[config.mk]
export PLATFORM = sky130hd
export DESIGN_NAME = pwm_scheduler
export DESIGN_NICKNAME = d
export VERILOG_FILES = /design/src/rtl/pwm_pkg.sv /design/src/rtl/pwm_gen.sv /design/src/rtl/pwm_scheduler.sv
export SDC_FILE = /design/constraint.sdc
export NUM_CORES = 1
export LEC_CHECK = 0
export CAP_MARGIN = 20
export CORE_ASPECT_RATIO = 0.8
export CORE_MARGIN = 2
export CORE_UTILIZATION = 50
export CTS_CLUSTER_DIAMETER = 50
export CTS_CLUSTER_SIZE = 8
export DETAILED_ROUTE_END_ITERATION = 6
export PLACE_DENSITY = 0.77
export SLEW_MARGIN = 40
export SYNTH_ARGS = -nofsm -noshare
export SYNTH_HDL_FRONTEND = slang
export SYNTH_HIERARCHICAL = 1
export SYNTH_SLANG_ARGS = --single-unit
[constraint.sdc]
create_clock -name clk -period 2.5 [get_ports clk]
set_input_delay 0.375 -clock clk [delete_from_list [all_inputs] [get_ports clk]]
set_output_delay 0.375 -clock clk [all_outputs]
set_load 0.02 [all_outputs]
[src/rtl/pwm_pkg.sv]
// pwm_pkg: shared widths, pin count and source-select encoding for pwm_scheduler
package pwm_pkg;
  localparam int CNT_W = 8;
  localparam int DIV_W = 4;
  localparam int PINS = 8;
  typedef enum logic [1:0] {SRC_G0C0, SRC_G0C1, SRC_G1C0, SRC_G1C1} src_e;
  function automatic src_e pin_src(input logic [2*PINS-1:0] sel, input int pin);
    return src_e'(sel[2*pin +: 2]);
  endfunction
endpackage

[src/rtl/pwm_gen.sv]
// pwm_gen: prescaled period counter with wrap-time shadowed config and two duty comparators
module pwm_gen #(
  parameter int CNT_W = 8,
  parameter int DIV_W = 4
) (
  input  logic             clk,
  input  logic             rst_n,
  input  logic [DIV_W-1:0] div,
  input  logic [CNT_W-1:0] duty0,
  input  logic [CNT_W-1:0] duty1,
  output logic [1:0]       ch,
  output logic             period_start,
  output logic             cfg_pending
);
  import pwm_pkg::*;
  localparam int PRE_W = (1 << DIV_W) - 1;
  logic [PRE_W-1:0] pre_q, pre_d, mask;
  logic [CNT_W-1:0] cnt_q, cnt_d, duty0_q, duty0_d, duty1_q, duty1_d;
  logic [DIV_W-1:0] div_q, div_d;
  logic             ps_q, ps_d, tick, wrap;
  always_comb begin
    mask = ~({PRE_W{1'b1}} << div_q);
    tick = pre_q == mask;
    wrap = tick && cnt_q == '1;
    pre_d = tick ? '0 : pre_q + PRE_W'(1);
    cnt_d = tick ? cnt_q + CNT_W'(1) : cnt_q;
    div_d = wrap ? div : div_q;
    duty0_d = wrap ? duty0 : duty0_q;
    duty1_d = wrap ? duty1 : duty1_q;
    ps_d = wrap;
  end
  always_ff @(posedge clk or negedge rst_n) begin
    if (!rst_n) begin
      pre_q <= '0;
      cnt_q <= '0;
      div_q <= '0;
      duty0_q <= '0;
      duty1_q <= '0;
      ps_q <= 1'b0;
    end else begin
      pre_q <= pre_d;
      cnt_q <= cnt_d;
      div_q <= div_d;
      duty0_q <= duty0_d;
      duty1_q <= duty1_d;
      ps_q <= ps_d;
    end
  end
  // full-scale duty must stay high on the last count too
  assign ch[0] = duty0_q == '1 || cnt_q < duty0_q;
  assign ch[1] = duty1_q == '1 || cnt_q < duty1_q;
  assign period_start = ps_q;
  assign cfg_pending = {div, duty0, duty1} != {div_q, duty0_q, duty1_q};
endmodule

[src/rtl/pwm_scheduler.sv]
// pwm_scheduler: two shadowed PWM generators routed to eight registered output pins
module pwm_scheduler #(
  parameter int CNT_W = 8,
  parameter int DIV_W = 4
) (
  input  logic                       clk,
  input  logic                       rst_n,
  input  logic [pwm_pkg::PINS-1:0]   reg_en_out,
  input  logic [pwm_pkg::PINS-1:0]   reg_en_pwm_out,
  input  logic [7:0]                 reg_out_3_0_pwm_gen_channel,
  input  logic [7:0]                 reg_out_7_4_pwm_gen_channel,
  input  logic [CNT_W-1:0]           reg_pwm_gen_0_ch_0_duty_cycle,
  input  logic [CNT_W-1:0]           reg_pwm_gen_0_ch_1_duty_cycle,
  input  logic [CNT_W-1:0]           reg_pwm_gen_1_ch_0_duty_cycle,
  input  logic [CNT_W-1:0]           reg_pwm_gen_1_ch_1_duty_cycle,
  input  logic [2*DIV_W-1:0]         reg_pwm_gen_1_0_frequency_divider,
  output logic [pwm_pkg::PINS-1:0]   pwm_out,
  output logic [1:0]                 period_start,
  output logic [1:0]                 cfg_pending
);
  import pwm_pkg::*;
  logic [3:0]      ch;
  logic [15:0]     sel;
  logic [PINS-1:0] pwm_out_q, pwm_out_d;
  pwm_gen #(.CNT_W(CNT_W), .DIV_W(DIV_W)) u_gen0 (
    .clk(clk),
    .rst_n(rst_n),
    .div(reg_pwm_gen_1_0_frequency_divider[DIV_W-1:0]),
    .duty0(reg_pwm_gen_0_ch_0_duty_cycle),
    .duty1(reg_pwm_gen_0_ch_1_duty_cycle),
    .ch(ch[1:0]),
    .period_start(period_start[0]),
    .cfg_pending(cfg_pending[0])
  );
  pwm_gen #(.CNT_W(CNT_W), .DIV_W(DIV_W)) u_gen1 (
    .clk(clk),
    .rst_n(rst_n),
    .div(reg_pwm_gen_1_0_frequency_divider[2*DIV_W-1:DIV_W]),
    .duty0(reg_pwm_gen_1_ch_0_duty_cycle),
    .duty1(reg_pwm_gen_1_ch_1_duty_cycle),
    .ch(ch[3:2]),
    .period_start(period_start[1]),
    .cfg_pending(cfg_pending[1])
  );
  assign sel = {reg_out_7_4_pwm_gen_channel, reg_out_3_0_pwm_gen_channel};
  always_comb begin
    pwm_out_d = '0;
    for (int i = 0; i < PINS; i++)
      pwm_out_d[i] = !reg_en_out[i] ? 1'b0 : !reg_en_pwm_out[i] ? 1'b1 : ch[pin_src(sel, i)];
  end
  always_ff @(posedge clk or negedge rst_n) begin
    if (!rst_n) pwm_out_q <= '0;
    else pwm_out_q <= pwm_out_d;
  end
  assign pwm_out = pwm_out_q;
endmodule
## Yosys cells after proc, flatten, opt, wreduce, memory -nomap -nowiden

Cells that the tools add are included.

- Bits in registers: 96
- Word-level logic and storage cells: 83
- Input bits: 74
- Output and inout bits: 12

- Reductions and logical operators: 6
- Magnitude comparators: 12
- Equal/unequal tests: 10
- Mux-type cells: 34
- $add $sub $neg: 4
- Shift operators: 2
- Bitwise gates (word level): 2

Operator list:

| cell | count |
|---|---|
| $eq A8 B8 Y1 const B | 6 |
| $ne A20 B20 Y1 | 2 |
| $lt A8 B8 Y1 | 4 |
| $add A15 B1 Y15 const B | 2 |
| $eq A15 B15 Y1 | 2 |
| $mux W15 | 2 |
| $not A15 Y15 | 2 |
| $shl A15 B4 Y15 const A | 2 |
| $lt A2 B3 Y1 const B | 8 |
| $mux W1 | 24 |
| $add A8 B1 Y8 const B | 2 |
| $bmux W1 S2 | 8 |
| $logic_or A1 B1 Y1 | 4 |
| $logic_and A1 B1 Y1 | 2 |

## Logic depth before layout (Yosys ltp)

- Depth in word-level cells: 6
- Depth in mapped cells: 9

## Hierarchy

Netlist, hierarchy kept.

By module, submodules not included:

| module | times used | sequential area each (um^2) | area an instance (um^2) | cells an instance |
|---|---|---|---|---|
| pwm_gen | 2 | 1101.1 | 2854.0 | 289 |
| pwm_scheduler | 1 | 200.2 | 550.5 | 48 |

## Worst setup path after synthesis

No wires, ideal clock.

- Path type: register -> register
- Start point: register u_gen0.div_q[1]
- End point: register u_gen0.div_q[0]
- Path slack: 0.063 ns
- Clock period less this slack: 2.437 ns
- Path buffers: 2
- Cell stages (with the launch flop): 9
- Setup time: 0.125 ns
- Arrival time: 2.312 ns
- Cell sequence: dfrtp_1 buf_2 o211a_1 a2111oi_0 a21oi_1 or4b_4 nor3_4 buf_6 mux2_2

- Word-level cells in the longest chain between the ends: 4

RTL lines:

| what | RTL line | text |
|---|---|---|
| from (decl) | pwm_gen.sv:19 | `logic [DIV_W-1:0] div_q, div_d;` |
| from (signal assigned) | pwm_gen.sv:43 | `div_q <= div_d;` |
| $shl A15 B4 Y15 | pwm_gen.sv:22 | `mask = ~({PRE_W{1'b1}} << div_q);` |
| $not A15 Y15 | pwm_gen.sv:22 |  |
| $eq A15 B15 Y1 | pwm_gen.sv:23 | `tick = pre_q == mask;` |
| $logic_and A1 B1 Y1 | pwm_gen.sv:24 | `wrap = tick && cnt_q == '1;` |

Every way passes these cells.
A chain may end at the register's enable or synchronous reset.

## Final worst setup path

- Start point: register u_gen1.div_q[2]
- End point: register u_gen1.duty1_q[3]

- Word-level cells in the longest chain between the ends: 4

RTL lines:

| what | RTL line | text |
|---|---|---|
| from (decl) | pwm_gen.sv:19 |  |
| from (signal assigned) | pwm_gen.sv:43 |  |
| $shl A15 B4 Y15 | pwm_gen.sv:22 |  |
| $not A15 Y15 | pwm_gen.sv:22 |  |
| $eq A15 B15 Y1 | pwm_gen.sv:23 |  |
| $logic_and A1 B1 Y1 | pwm_gen.sv:24 |  |
| to (signal assigned) | pwm_gen.sv:45 | `duty1_q <= duty1_d;` |
| to (decl) | pwm_gen.sv:18 | `logic [CNT_W-1:0] cnt_q, cnt_d, duty0_q, duty0_d, duty1_q, duty1_d;` |

Every way passes these cells.

==> impl_results.md <==
* Sequential area share after synthesis at 0.384
* Gr ovfl total at 0
* Setup crit end kind: flop
* TritonCTS clock tree: done
* N_diodes at 0
* Leak at 3.52 nW
* Top post-synthesis cells by area: dfrtp_1, mux2_2, xnor2_1, ha_1, xor2_1
* GP Congestion at 0.867
* Status: complete, but fails checks
* Hold crit path type: in2async
* Peak supply drop at 363 uV
* Hold Violations, Final at 11
* Std cell rows at 36
* Iteration count of the initial detailed-routing pass at 5
* Syn avg cell area at 10.0 um2
* Synth cell types at 46
* Layout cells sized above 1 at 0.224
* Clock slew at reported path FFs at 0.07 ns
* Final setup margin at -0.0117 ns
* Area grow syn2layout at 32.4%
* Crit-path cells: maj3_2, o211a_1, or4b_4, nor3_4, buf_6, buf_6, mux2_2
* PortBufs at 85
* Nets@finish at 860
* Slew Limit Headroom at 0.606
* Yosys warns at 6
* CTS Buffer Depth at 2
* First-pass GRT wire length at 25.8 mm
* Critical path class: reg2reg
* H-tree lvl count at 3
* Crit share post-route at 1.00
* Pwr/cell area at 415 nW/um2
* Layout Cells excl Fill at 930
* Crit-path slowest cell: or4b_4
* Synthesis-stage register bit count at 96
* Hold Worst Slack at -0.0172 ns
* Data arrival, critical path at 2.75 ns
* Gr usage total at 0.241
* Area leader, netlist: dfrtp_1
* Initial antenna violation count at 0
* Worst skew pair latency at 0.35 ns
* Residual DRC count at 0
* Final Power at 3.44 mW
* Most used cell, CP: buf_6
* CP delay by family, top: simple AND/OR/NAND/NOR gates
* DR WL/cell at 17.7 um
* Starting Density at 0.513
* TritonCTS Buffers at 9
* Net count after synthesis at 732
* RSZ-0062 raised after global routing: true
* Max Freq at 398 MHz
* Via count at 5,290
* Setup crit start kind: flop
* Die area at 13,400 um2
* Worst Path Buf+Inv at 2
* Failing checks: hold timing, setup timing
* Synth top area share at 0.384
* Largest net degree at the start of global routing at 58
* Worst-Margin Slew at 0.582 ns
* MaxCap Viol Count at 0
* Final Skew at 0.00971 ns
* Clock sink count at 96
* Iter 0 DRT Violations at 428
* Chip height at 104 um
* Final setup viols at 1
* Vias in the first global route at 5,305
* Worst EP required at 2.74 ns
* Pins Over Slew Limit at 0
* Worst-path fanout max at 6
* Final HPWL DP at 11.3 mm
* Placed Instances at 899
* Via-per-instance ratio at 5.69
* Root Buffer: clkbuf_16
* I/O pin cnt at 86
* Tmin final at 2.51 ns
* Core region area at 12,200 um2
* Final WL at 16.5 mm
* Chip width at 129 um
* Crit path largest cell delay at 0.58 ns
* Syn Inst Count at 626
* Mapped cell area at 6260 um2
* Final antenna-violating net count at 0
stage by stage:
| step | setup slack (ns) | instance area (um2) | utilization | setup TNS, ns |
|---|---|---|---|---|
| 3_3_place_gp | 0.0286 | 7530 | 0.617 | 0 |
| 3_5_place_dp | -0.0600 | 7530 | 0.617 | -1.26 |
| 5_1_grt | -0.0670 | 8290 | 0.679 | -0.863 |
| 6_report | -0.0117 | 8290 | 0.679 | -0.0117 |
| 2_1_floorplan | 0.0631 | 6260 | - | 0 |
| 4_1_cts | 0.00344 | 8020 | 0.657 | 0 |
sequential cells by signal, indices dropped and copies added (netlist names):
signal               flops
pwm_out                  8
u_gen0/cnt_q             8
u_gen0/div_q             4
u_gen0/duty0_q           8
u_gen0/duty1_q           8
u_gen0/period_start      1
u_gen0/pre_q            15
u_gen1/cnt_q             8
u_gen1/div_q             4
u_gen1/duty0_q           8
u_gen1/duty1_q           8
u_gen1/period_start      1
u_gen1/pre_q            15
cell families (layout without fill, tap and decap cells):
| logic type | Yosys count | in the layout | share of synthesized area |
|---|---|---|---|
| simple gates | 208 | 208 | 0.191 |
| flops | 96 | 96 | 0.384 |
| xor+xnor | 82 | 82 | 0.115 |
| compound gates | 78 | 78 | 0.0880 |
| buf+inv | 68 | 201 | 0.0476 |
| mux | 58 | 58 | 0.104 |
| fa+ha+maj | 36 | 36 | 0.0708 |
synthesized netlist by cell type, drive strengths merged:
cell type / n
o221a: 8
ha: 32
a21oi: 20
a211oi: 4
dfrtp: 96
o21ai: 12
nand4: 24
a31oi: 2
xor2: 32
a2111oi: 2
o221ai: 4
nand4b: 4
nor2b: 14
a21o: 12
nor4b: 4
nand3: 30
maj3: 4
and4b: 4
nor4: 6
o311ai: 2
inv: 46
o31ai: 4
nand2b: 14
or4b: 4
and4: 2
o22ai: 2
nand2: 18
xnor2: 50
o211a: 4
and3: 18
nor2: 50
or3: 6
mux2: 58
a22oi: 2
buf: 18
nor3: 8
and2: 2
clkbuf: 4
repair_timing:
action	4_1_cts	5_1_grt
setup endpoints to repair	42	52
buffers inserted	11	3
resized for setup	12	56
cloned	1	1
hold buffers	0	0
pin swaps	2	6
placed cells by master (no fill, tap or decap), types with 4 or more instances in the layout:
master / n
dfrtp_1: 89
clkdlybuf4s50_1: 82
xnor2_1: 50
nor2_1: 48
inv_1: 46
buf_4: 43
xor2_1: 32
ha_1: 32
mux2_2: 30
nand3_1: 30
mux2_4: 28
nand4_1: 24
nand2_1: 18
a21oi_1: 15
nand2b_1: 14
nor2b_1: 14
o21ai_0: 12
and3_1: 12
a21o_1: 12
clkbuf_16: 10
o221a_1: 8
buf_6: 8
dfrtp_2: 7
nor3_1: 6
and3_2: 6
or3_1: 6
a21oi_2: 5
nor4_1: 4
nor4b_1: 4
a211oi_1: 4
o221ai_1: 4
and4b_1: 4
area by class of cell:
class	count	area [um2]
Fill cell	898	3920
Timing Repair Buffer	139	1350
Sequential cell	96	2410
Inverter	46	173
Clock buffer	9	225
Tap cell	171	214
Clock inverter	7	118
Multi-Input combinational cell	462	3790
layer usage:
metal | up-vias | wire length [um] | share of wire | track usage
li1 | 2478 | - | - | -
met1 | 2609 | 7340 | 0.45 | 0.326
met2 | 170 | 8040 | 0.49 | 0.396
met3 | 33 | 790 | 0.048 | 0.0561
met4 | 0 | 276 | 0.017 | 0.0489
met5 | - | 0 | 0 | 0
power breakdown:
group	switching (mW)	internal, mW
Sequential	0.00236	1.56
Clock	0.636	0.980
Combinational	0.107	0.155
Total	0.745	2.70
worst paths after layout:
path	from	end	slack, ns	cells after the start
worst max-delay path	u_gen1/div_q[2]	u_gen1/duty1_q[3]	-0.01	7
worst min register to register	u_gen1/cnt_q[0]	u_gen1/cnt_q[0]	0.54	1
worst min-delay path	rst_n	u_gen1/pre_q[4]	-0.02	1
min in group clk	u_gen1/cnt_q[0]	u_gen1/cnt_q[0]	0.54	1
worst max register to register	u_gen1/div_q[2]	u_gen1/duty1_q[3]	-0.01	7
max in group asynchronous	rst_n	u_gen0/cnt_q[5]	1.93	2
No activity file was read; power rests on OpenSTA's default activity.
